==> config.mk <==
export PLATFORM = sky130hd
export DESIGN_NAME = alif_tdm_scheduler
export DESIGN_NICKNAME = d
export VERILOG_FILES = /design/src/rtl/alif_pkg.sv /design/src/rtl/spike_fifo.sv /design/src/rtl/alif_tdm_scheduler.sv
export SDC_FILE = /design/constraint.sdc
export NUM_CORES = 1
export LEC_CHECK = 0
export CAP_MARGIN = 10
export CORE_MARGIN = 1
export CORE_UTILIZATION = 40
export CTS_BUF_LIST = sky130_fd_sc_hd__clkbuf_4 sky130_fd_sc_hd__clkbuf_8
export CTS_CLUSTER_DIAMETER = 150
export DETAILED_ROUTE_END_ITERATION = 6
export PLACE_DENSITY_LB_ADDON = 0.1
export SLEW_MARGIN = 20
export SYNTH_ARGS = -nofsm -noshare
export SYNTH_HDL_FRONTEND = slang
export SYNTH_HIERARCHICAL = 1
export SYNTH_SLANG_ARGS = --single-unit
==> constraint.sdc <==
create_clock -name clk -period 5.1 [get_ports clk]
set_clock_uncertainty 0.05 [all_clocks]
set_input_delay 0.765 -clock clk [delete_from_list [all_inputs] [get_ports clk]]
set_output_delay 0.765 -clock clk [all_outputs]
set_load 0.03 [all_outputs]
==> src/rtl/alif_pkg.sv <==
// Shared ALIF constants, FSM state type and the single-neuron update datapath.
// Latency: alif_update is purely combinational.
// Backpressure: none; pure function and type definitions.
package alif_pkg;

  localparam logic [7:0] THRESHOLD  = 8'd200;
  localparam logic [7:0] ADAPT_STEP = 8'd40;

  typedef enum logic [1:0] {IDLE, RUN, DONE} state_t;

  typedef struct packed {
    logic [7:0] v;
    logic [7:0] a;
    logic       fire;
  } upd_t;

  // One neuron step. L = vm_leak + a/4 is at most 15 + 63, so 9 bits hold every
  // intermediate value without wrap.
  function automatic upd_t alif_update(input logic [7:0] v,
                                       input logic [7:0] a,
                                       input logic [7:0] c,
                                       input logic [3:0] vm_leak,
                                       input logic [3:0] ad_leak,
                                       input logic [7:0] thr,
                                       input logic [7:0] step);
    upd_t       r;
    logic [8:0] s;
    logic [8:0] l;
    logic [8:0] d;
    r = '0;
    s = '0;
    d = '0;
    l = {5'd0, vm_leak} + {3'd0, a[7:2]};
    if (v >= thr) begin
      r.fire = 1'b1;
      r.v    = 8'd0;
      r.a    = (a < (8'hff - step)) ? (a + step) : 8'hff;
    end else begin
      s = {1'b0, v} + {1'b0, c};
      if (s > l) begin
        d   = s - l;
        r.v = d[8] ? 8'hff : d[7:0];
      end else begin
        r.v = 8'd0;
      end
      r.a = (a > {4'd0, ad_leak}) ? (a - {4'd0, ad_leak}) : 8'd0;
    end
    return r;
  endfunction

endpackage

==> src/rtl/spike_fifo.sv <==
// Synchronous FIFO for spike IDs with registered occupancy count.
// Latency: a push is visible at the head on the cycle after the write edge.
// Backpressure: pop only when non-empty; a push into a full FIFO is dropped unless a pop frees a slot that cycle.
//   clk, rst_n      clock, async active-low reset
//   push, push_dat  write request and data
//   pop             read request (ignored when empty)
//   head_dat        entry at the head
//   empty, drop     empty flag; 1 when this cycle's push is being discarded
module spike_fifo #(
  parameter int W     = 2,
  parameter int DEPTH = 4
) (
  input  logic         clk,
  input  logic         rst_n,
  input  logic         push,
  input  logic [W-1:0] push_dat,
  input  logic         pop,
  output logic [W-1:0] head_dat,
  output logic         empty,
  output logic         drop
);

  localparam int AW = $clog2(DEPTH);
  localparam logic [AW:0] FULL_CNT = (AW+1)'(DEPTH);

  logic [W-1:0] mem [DEPTH];
  logic [AW-1:0] wr_ptr;
  logic [AW-1:0] rd_ptr;
  logic [AW:0]   count;
  logic          full;
  logic          wr_en;
  logic          rd_en;

  assign empty    = (count == '0);
  assign full     = (count == FULL_CNT);
  assign rd_en    = pop && !empty;
  // A pop in the same cycle frees the slot the full-FIFO push lands in.
  assign wr_en    = push && (!full || rd_en);
  assign drop     = push && !wr_en;
  assign head_dat = mem[rd_ptr];

  always_ff @(posedge clk or negedge rst_n) begin
    if (!rst_n) begin
      for (int i = 0; i < DEPTH; i++) mem[i] <= '0;
      wr_ptr <= '0;
      rd_ptr <= '0;
      count  <= '0;
    end else begin
      if (wr_en) begin
        mem[wr_ptr] <= push_dat;
        wr_ptr      <= wr_ptr + 1'b1;
      end
      if (rd_en) rd_ptr <= rd_ptr + 1'b1;
      case ({wr_en, rd_en})
        2'b10:   count <= count + 1'b1;
        2'b01:   count <= count - 1'b1;
        default: count <= count;
      endcase
    end
  end

endmodule

==> src/rtl/alif_tdm_scheduler.sv <==
// Time-multiplexed ALIF neuron array: one shared update datapath sweeps all neurons per tick.
// Latency: neuron k written k+1 edges after the tick edge; sweep_done in cycle N+1; spikes reach the FIFO one cycle after firing.
// Backpressure: spike IDs drain over spk_valid/spk_ready; a push into a full FIFO is dropped and counted; ticks while busy are counted and ignored.
//   tick, vm_leak, ad_leak        sweep request and leaks latched with it
//   cfg_we, cfg_addr, cfg_data    input-current write port
//   busy, sweep_done              sweep status
//   spk_valid, spk_id, spk_ready  spike-ID stream
//   mon_sel, mon_vmem, mon_adapt  state monitor
//   drop_cnt, miss_cnt            saturating loss counters
module alif_tdm_scheduler #(
  parameter int         N_NEURONS  = 4,
  parameter logic [7:0] THRESHOLD  = alif_pkg::THRESHOLD,
  parameter logic [7:0] ADAPT_STEP = alif_pkg::ADAPT_STEP,
  parameter int         FIFO_DEPTH = 4,
  localparam int        IDW        = $clog2(N_NEURONS)
) (
  input  logic           clk,
  input  logic           rst_n,
  input  logic           tick,
  input  logic [3:0]     vm_leak,
  input  logic [3:0]     ad_leak,
  input  logic           cfg_we,
  input  logic [IDW-1:0] cfg_addr,
  input  logic [7:0]     cfg_data,
  output logic           busy,
  output logic           sweep_done,
  output logic           spk_valid,
  output logic [IDW-1:0] spk_id,
  input  logic           spk_ready,
  input  logic [IDW-1:0] mon_sel,
  output logic [7:0]     mon_vmem,
  output logic [7:0]     mon_adapt,
  output logic [7:0]     drop_cnt,
  output logic [7:0]     miss_cnt
);

  import alif_pkg::*;

  logic [7:0]     vmem  [N_NEURONS];
  logic [7:0]     adapt [N_NEURONS];
  logic [7:0]     cur   [N_NEURONS];
  state_t         state;
  logic [IDW-1:0] idx;
  logic [3:0]     vm_leak_q;
  logic [3:0]     ad_leak_q;
  logic           push_vld;
  logic [IDW-1:0] push_dat;
  logic           fifo_empty;
  logic           fifo_drop;
  upd_t           upd;

  assign upd       = alif_update(vmem[idx], adapt[idx], cur[idx], vm_leak_q, ad_leak_q,
                                 THRESHOLD, ADAPT_STEP);
  assign mon_vmem  = vmem[mon_sel];
  assign mon_adapt = adapt[mon_sel];
  assign spk_valid = !fifo_empty;

  // Current writes are independent of the sweep; the datapath reads the pre-edge
  // value, so a write to the neuron being updated takes effect next sweep.
  always_ff @(posedge clk or negedge rst_n) begin
    if (!rst_n) begin
      for (int i = 0; i < N_NEURONS; i++) cur[i] <= '0;
    end else if (cfg_we) begin
      cur[cfg_addr] <= cfg_data;
    end
  end

  always_ff @(posedge clk or negedge rst_n) begin
    if (!rst_n) begin
      for (int i = 0; i < N_NEURONS; i++) begin
        vmem[i]  <= '0;
        adapt[i] <= '0;
      end
      state      <= IDLE;
      idx        <= '0;
      vm_leak_q  <= '0;
      ad_leak_q  <= '0;
      busy       <= 1'b0;
      sweep_done <= 1'b0;
      push_vld   <= 1'b0;
      push_dat   <= '0;
      miss_cnt   <= '0;
    end else begin
      sweep_done <= 1'b0;
      push_vld   <= 1'b0;
      if (tick && (state != IDLE) && (miss_cnt != 8'hff)) miss_cnt <= miss_cnt + 1'b1;
      case (state)
        IDLE: begin
          if (tick) begin
            state     <= RUN;
            busy      <= 1'b1;
            idx       <= '0;
            vm_leak_q <= vm_leak;
            ad_leak_q <= ad_leak;
          end
        end
        RUN: begin
          vmem[idx]  <= upd.v;
          adapt[idx] <= upd.a;
          // Spike is registered here and enters the FIFO on the following edge.
          push_vld   <= upd.fire;
          push_dat   <= idx;
          if (idx == IDW'(N_NEURONS - 1)) begin
            state      <= DONE;
            sweep_done <= 1'b1;
          end else begin
            idx <= idx + 1'b1;
          end
        end
        DONE: begin
          state <= IDLE;
          busy  <= 1'b0;
        end
        default: begin
          state <= IDLE;
          busy  <= 1'b0;
        end
      endcase
    end
  end

  always_ff @(posedge clk or negedge rst_n) begin
    if (!rst_n) begin
      drop_cnt <= '0;
    end else if (fifo_drop && (drop_cnt != 8'hff)) begin
      drop_cnt <= drop_cnt + 1'b1;
    end
  end

  spike_fifo #(
    .W     (IDW),
    .DEPTH (FIFO_DEPTH)
  ) u_spike_fifo (
    .clk      (clk),
    .rst_n    (rst_n),
    .push     (push_vld),
    .push_dat (push_dat),
    .pop      (spk_valid && spk_ready),
    .head_dat (spk_id),
    .empty    (fifo_empty),
    .drop     (fifo_drop)
  );

endmodule
==> Yosys cells after proc, flatten, opt, wreduce, memory -nomap -nowiden <==
Index checks and enable logic that the tools add are counted.
{ "word_totals": {"regBits": 144, "output_inout_bits": 37, "wordCells": 138, "input_bits": 25} }
{ "classes": {"order_cmp": 12, "eq_ne": 10, "mux": 46, "bitwise": 6, "reduce_logical": 23, "n_addsub": 12} }
{ "ops": {"columns": ["cell", "n"], "rows": [
  ["2-to-1 mux 8 bit", 16],
  ["bitwise mux 32 bit", 3],
  ["binary-select mux 8 bit (select 2 bit)", 5],
  ["demux 8 bit (select 2 bit)", 2],
  ["adder 8 x 1 -> 8 bit (second input constant)", 2],
  ["2-to-1 mux 16 bit", 1],
  ["inequality test 8 bit (second input constant)", 2],
  ["greater-or-equal comparator 3 bit (second input constant)", 5],
  ["inverter 2 -> 3 bit", 5],
  ["2-to-1 mux 2 bit", 7],
  ["logical AND 1 bit", 10],
  ["adder 8 x 8 -> 9 bit", 1],
  ["> comparator 9 x 7 -> 1 bit", 1],
  ["less-than comparator 3 x 1 -> 1 bit (second input constant)", 3],
  ["subtractor 9 x 7 -> 9 bit", 1],
  ["adder 8 x 6 -> 8 bit (second input constant)", 1],
  ["bitwise mux 8 bit", 1],
  ["greater-or-equal comparator 8 bit (second input constant)", 1],
  ["> comparator 8 x 4 -> 1 bit", 1],
  ["less-than comparator 8 bit (second input constant)", 1],
  ["case mux 2 bit (2 select lines)", 2],
  ["subtractor 8 x 4 -> 8 bit", 1],
  ["adder 4 x 6 -> 7 bit", 1],
  ["adder 2 x 1 -> 2 bit (second input constant)", 3],
  ["other kinds (19)", 33]
]} }

==> Depth between registers and ports, before layout <==
{ "depth": {"ltp_word": 10, "mapped_depth": 18, "ltp_nobuf": 16} }

==> Hierarchy <==
The synthesis kept the hierarchy.
{ "modules_own_cells": {"columns": ["module", "seq_area_each_um2", "n_inst", "area_each_um2", "cells_each"], "rows": [
  ["alif_tdm_scheduler", 3228.1, 1, 7358.3, 648],
  ["spike_fifo", 375.4, 1, 783.3, 59]
]} }

==> Worst setup path after synthesis <==
OpenSTA, ideal clock, no wires.
{ "synth_timing": {"path_kind": "reg2reg", "from": "register idx[0]", "to": "register vmem[22] (netlist name)", "n_path_buf": 3, "synth_period_minus_slack_ns": 4.536, "arrival_time_ns": 4.364, "path_slack_ns": 0.564, "path_stages_with_launch": 17, "setup_ns": 0.122, "required_time_ns": 4.928, "cell_sequence": "dfrtp_1 -> buf_6 -> buf_8 -> clkbuf_1 -> mux4_2 -> ha_1 -> nor2b_1 -> o31ai_1 -> nand2b_1 -> a21oi_1 -> xnor2_1 -> ha_1 -> a211o_1 -> o31ai_1 -> o21ai_1 -> a21o_1 -> a32o_1"} }
{ "synth_between": {"elab_chain_len": 10, "elab_cells_between_ends": 24, "cone_classes": "add/sub (3); order compare (4); mux (15); bitwise (1); reduce/logical (1)"} }
{ "synth_lines": {"columns": ["element", "line", "source"], "rows": [
  ["start: declaration", "alif_tdm_scheduler.sv:43", "logic [IDW-1:0] idx;"],
  ["start signal: assignment", "alif_tdm_scheduler.sv:107", "idx <= idx + 1'b1;"],
  ["inverter 2 -> 3 bit (implied by the code) *", "alif_tdm_scheduler.sv:52, alif_tdm_scheduler.sv:98", null],
  ["binary-select mux 8 bit (select 2 bit)", "alif_tdm_scheduler.sv:52", "assign upd = alif_update(vmem[idx], adapt[idx], cur[idx], vm_leak_q, ad_leak_q,"],
  ["2-to-1 mux 8 bit (implied by the code) (2 in series)", "alif_tdm_scheduler.sv:52", null],
  ["adder 8 x 8 -> 9 bit or adder 4 x 6 -> 7 bit (tied branches)", "alif_pkg.sv:39, alif_pkg.sv:33", null],
  ["subtractor 9 x 7 -> 9 bit", "alif_pkg.sv:41", "d = s - l;"],
  ["2-to-1 mux 8 bit", "alif_pkg.sv:42", "r.v = d[8] ? 8'hff : d[7:0];"],
  ["2-to-1 mux 8 bit", "alif_pkg.sv:40", "if (s > l) begin"],
  ["2-to-1 mux 16 bit", "alif_pkg.sv:34", "if (v >= thr) begin"],
  ["bitwise mux 32 bit *", "alif_tdm_scheduler.sv:98", "vmem[idx] <= upd.v;"],
  ["end signal: indexed assignment", "alif_tdm_scheduler.sv:98", null],
  ["end: declaration", "alif_tdm_scheduler.sv:39", "logic [7:0] vmem [N_NEURONS];"]
]} }
Every way passes the cells marked *; elsewhere a longest branch is shown, timed or not. The select of a mux whose other input is x is not followed.
A chain may end at the register's enable or synchronous reset.

==> Worst setup path after layout <==
{ "layout_timing": {"from": "register idx[0]", "to": "register vmem[31] (netlist name)"} }
Same word-level chain as after synthesis.

==> flow_summary_export.csv <==
group,metric,value,unit
sta,tightest_slew,0.9866,ns
floorplan,fp.dieH,144.7,µm
logic_synthesis,yosysMostFrequentCell,"dfrtp_1",
clock_network,clk_latency,0.46,ns
clock_network,clk_pin_slew_worst_paths,0.08,ns
critical_path,path_max_fanout,12,
clock_network,ctsHoldBuffers,0,
logic_synthesis,yosysWarnings,6,
logic_synthesis,yosys.area.top_type,"dfrtp_1",
floorplan,chipWidth,144.7,µm
placed_design,hpwl,14030,µm
logic_synthesis,yosysTopAreaCellShare,44.26,%
floorplan,io_pins,62,
routing,avgViaCountPerCell,5.572,
clock_network,cts_buffer_depth,2,
finish,fin_util,48.12,%
routing,drt_first_pass_iters,5,
placed_design,dpl_cell_area,9044,µm²
clock_network,htreeDepth,4,
sta,hold_viol,0,
logic_synthesis,synthTopCellsByArea,"dfrtp_1 (44%), mux4_2 (10%), mux2_2 (6.8%), ha_1 (5.4%), nand2_1 (4.3%)",
logic_synthesis,yosysSeqAreaShare,44.26,%
logic_synthesis,synthFlopType,"dfrtp_1",
routing,wl,19690,µm
critical_path,crit_arrival,4.96,ns
global_routing,track_usage,20.79,%
global_routing,overflow,0,
flow_run,maxCapViolCount,0,
floorplan,core,19720,µm²
critical_path,crit_required,5.36,ns
logic_synthesis,synth_cell_types,65,
clock_network,cts_sinks,144,
finish,fin_nets,838,
routing,met2_wirelength,9165,µm
critical_path,setup.worst_path.start,"idx[0]",
routing,dr.first_iter.drc_count,421,
sta,finalSetupTns,0,ns
finish,stdcell_count,1050,
routing,vias,5851,
placed_design,dp.cells,1019,
finish,area_growth,16.55,%
critical_path,critPathMaxStageDelay,0.64,ns
global_routing,grt_max_degree,98,
outcome,outcome,"complete, no violations",
routing,drc,0,
routing,final_antenna_net_count,0,
logic_synthesis,syn_avg_cell_area,11.52,µm²
clock_network,cts_buffers,17,
global_routing,grt_pass1_wl,32800,µm
routing,topRoutingLayerUsed,"met4",
clock_network,cts_root_buf,"clkbuf_8",
sta,clock.fmax,212.6,MHz
critical_path,critPathKind,"flip-flop to flip-flop",
sta,slew_viol_final,0,
sta,slew_headroom,34.02,%
logic_synthesis,synth_area,8142,µm²
logic_synthesis,synth_edf_count,0,
routing,met3_length,863,µm
sta,period_share,92.25,%
critical_path,slowest_stage,"mux4_1",
critical_path,cp-start-kind,"flip-flop",
critical_path,endpoint_kind,"flip-flop",
logic_synthesis,syn-num-nets,772,
routing,post_drt_wl_per_cell,18.75,µm
logic_synthesis,synth_cells,707,
clock_network,postCtsSetupRepairBufs,0,
sta,setup_violations,0,
global_routing,antenna_found_initial,0,
floorplan,dieArea,20930,µm²
clock_network,cts-resized-gates,0,
placed_design,globalplace.congestion,0.8502,
finish,diodes,0,
logic_synthesis,async_reset_ff_share,100.0,%
clock_network,cts_tree,"done",
logic_synthesis,synth-seq-cells,144,
critical_path,path_cells,"buf_4 > mux4_1 > ha_1 > inv_1 > fa_1 > nor2b_1 > o31ai_1 > nand2b_1 > a21oi_1 > xnor2_1 > ha_1 > a211o_1 > o31ai_1 > nor4_1 > a211oi_1 > o21ai_0",
floorplan,num_rows,51,
global_routing,grt_pass1_vias,6093,
worst_hold_path,hold_class,"input port to async pin",
placed_design,port_buffers,61,
finish,final_area,9489,µm²
routing,met1_length,9433,µm
sta,timing.final.crit_period,4.705,ns
sta,grt_setup_unrepaired,"false",
critical_path,r2r_start,"idx[0]",
floorplan,start_util,41.29,%
finish,layout-drive-gt1-share,18.34,%
logic_synthesis,synth_commonest_cells,"dfrtp_1 (144), nand2_1 (93), mux2_2 (49)",
cell usage in the layout, fill, tap and decap left out, types with 12 or more instances in the layout:
cell / instances
nor2_1: 27
a21oi_1: 23
mux4_2: 36
clkdlybuf4s50_1: 60
inv_1: 33
xnor2_1: 23
o21ai_0: 44
clkbuf_8: 20
nand3_1: 17
ha_1: 35
o21ai_1: 12
o31ai_1: 26
dfrtp_1: 144
mux2_2: 49
xor2_1: 14
nand2_1: 93
critical path, delay by kind of cell (launching register included):
kind                       cells  cell delay, ns
buffers and inverters          2            0.34
xor gates and xnor gates       1            0.18
adders and majority gates      3            0.78
and+or+nand+nor                3            0.27
muxes                          1            0.64
DFF                            1            0.35
AOI/OAI and AO/OA              6            1.91
flip-flops by register name (all words and copies together) (netlist names):
name                 cells
u_spike_fifo/count       3
u_spike_fifo/rd_ptr      2
drop_cnt                 8
vm_leak_q                4
cur                     32
push_dat                 2
idx                      2
state                    2
u_spike_fifo/mem         8
busy                     1
miss_cnt                 8
sweep_done               1
u_spike_fifo/wr_ptr      2
push_vld                 1
adapt                   32
vmem                    32
ad_leak_q                4
per-layer routing:
metal  vias up  track usage, %
met5         -               0
met4         0           5.319
met3        19           4.903
met2       126           32.03
met1      2989           29.38
li1       2717               -
cell families (layout without fill, tap and decap cells):
logic type	after synthesis	in the layout	synth area share (%)
XOR/XNOR	37	37	3.980
buffers and inverters	58	136	3.043
multiplexers	92	92	18.80
AO/OA/AOI/OAI	151	151	12.37
AND/OR/NAND/NOR	185	185	10.94
flip-flops	144	144	44.26
adder cells (fa/ha/maj)	40	40	6.608
per-stage QoR:
stage          hold slack, ns  worst slack [ns]
2_1_floorplan          0.4071            0.5643
3_3_place_gp           0.4251            0.3660
3_5_place_dp           0.4239            0.3303
4_1_cts                0.3714            0.2781
5_1_grt                0.4037           0.05805
6_report               0.3539            0.3952
final timing paths:
check                            endpoint  slack (ns)  cells after the start
worst max register to register   vmem[31]        0.40                     16
max in group asynchronous          cur[2]        3.50                      2
min in group clk                  vmem[2]        0.45                      2
worst min-delay path            adapt[28]        0.35                      1
worst min register to register    vmem[2]        0.45                      2
worst max-delay path             vmem[31]        0.40                     16
area by class of cell:
type	count	area, µm²
timing repair buffer	72	694.4
tap	265	331.6
fill	1768	10230
multi-input combinational	505	4294
inverter	33	123.9
sequential	144	3603
clock buffer	21	282.8
clock inverter	10	158.9
Power is not shown: default switching activity piles up to over one toggle a cycle in this logic, so the estimate is an artifact.
==> variant (same settings) <==
Re-encode `state_t` (3 states) as one-hot, 3 bits wide.
--- a/src/rtl/alif_pkg.sv
+++ b/src/rtl/alif_pkg.sv
@@ -6,7 +6,7 @@
   localparam logic [7:0] THRESHOLD  = 8'd200;
   localparam logic [7:0] ADAPT_STEP = 8'd40;
 
-  typedef enum logic [1:0] {IDLE, RUN, DONE} state_t;
+  typedef enum logic [2:0] {IDLE = 3'b001, RUN = 3'b010, DONE = 3'b100} state_t;
 
   typedef struct packed {
     logic [7:0] v;
Check against the original RTL: same outputs for any inputs over 4 cycles, from zero or initial values and one cycle with rst_n low; so few cycles prove little.
==> variant against the original RTL <==
- worst setup slack better by 0.017 ns
- sequential cell count up 1
- area after synthesis down 0.86%
- cell area down 0.90%
- first-iteration DRC count is 19% lower
- sequential share of layout area grew 0.62 points
- non-clock buffer count decreased by 1
- worst hold slack better by 0.0013 ns
- wire length shrank 3.9%
- critical path depth shrank 1
Power is not shown: default switching activity piles up to over one toggle a cycle in this logic, so the estimate is an artifact.
==> variant: results <==
[run_status]
status = finished, final reports clean

[yosys]
netlist-cell-type-count = 59
synth_nets = 773
synthTopCellsByArea = dfrtp_1 45%, mux4_2 12%, mux2_2 6.6%
synthAdderAreaFrac_pct = 6.67
synth_seq_cells = 145
synthXorXnorAreaFrac_pct = 3.91
synth-compound-area-share_pct = 12.2
synth.area.mux_share_pct = 18.8

[sta]
post-route-period-util_pct = 91.9
whs_ns = 0.355

[routing]
drt_iter0_markers = 340
firstDrtPassIters = 4
routed_wl_um = 18900

[final_layout]
clock_area_share_pct = 4.44
finalNetCount = 833
multi_input_area_share_pct = 44.7
seq_area_share_pct = 38.6
clockBufferCount = 19
non_clock_buffer_count = 71
buf_share_pct = 7.57

[place]
dp_hpwl_um = 13100
pre_cts_slack_ns = 0.447
gp_congestion = 0.908

[global_route]
grt.total_usage_pct = 20.1
grt_start_max_net_pins = 104
grt_pass1_wl_um = 31200

[critical_path]
r2r_setup_slack_ns = 0.41
r2r_cells = 15
crit_arrival_ns = 4.94
path_max_fanout = 27
endpoint = vmem[26]
variant: cell types whose count changed in the layout (fill, tap and decap cells not counted), moves of 5 or more:
cell | unedited run | this run
o31ai_1 | 26 | 3
or3_1 | 5 | 0
o21ai_0 | 44 | 76
inv_1 | 33 | 28
nand3_1 | 17 | 12
a21oi_1 | 23 | 16
mux4_1 | 6 | 0
o221ai_1 | 1 | 8
mux4_2 | 36 | 42
variant: routing by layer:
metal | up-vias | wire length, um | global-route usage, %
met3 | 21 | 863 | 4.04
met5 | - | 0 | 0
li1 | 2683 | - | -
met4 | 0 | 242 | 6.33
met2 | 139 | 8700 | 30.3
met1 | 2825 | 9110 | 29.0
variant: per-stage QoR:
step / area, um^2 / instances
floorplan: 8070 / 708
global placement: 8980 / 1014
detailed placement: 8990 / 1014
CTS: 9400 / 1043
global route: 9400 / 1043
finish: 9400 / 1043
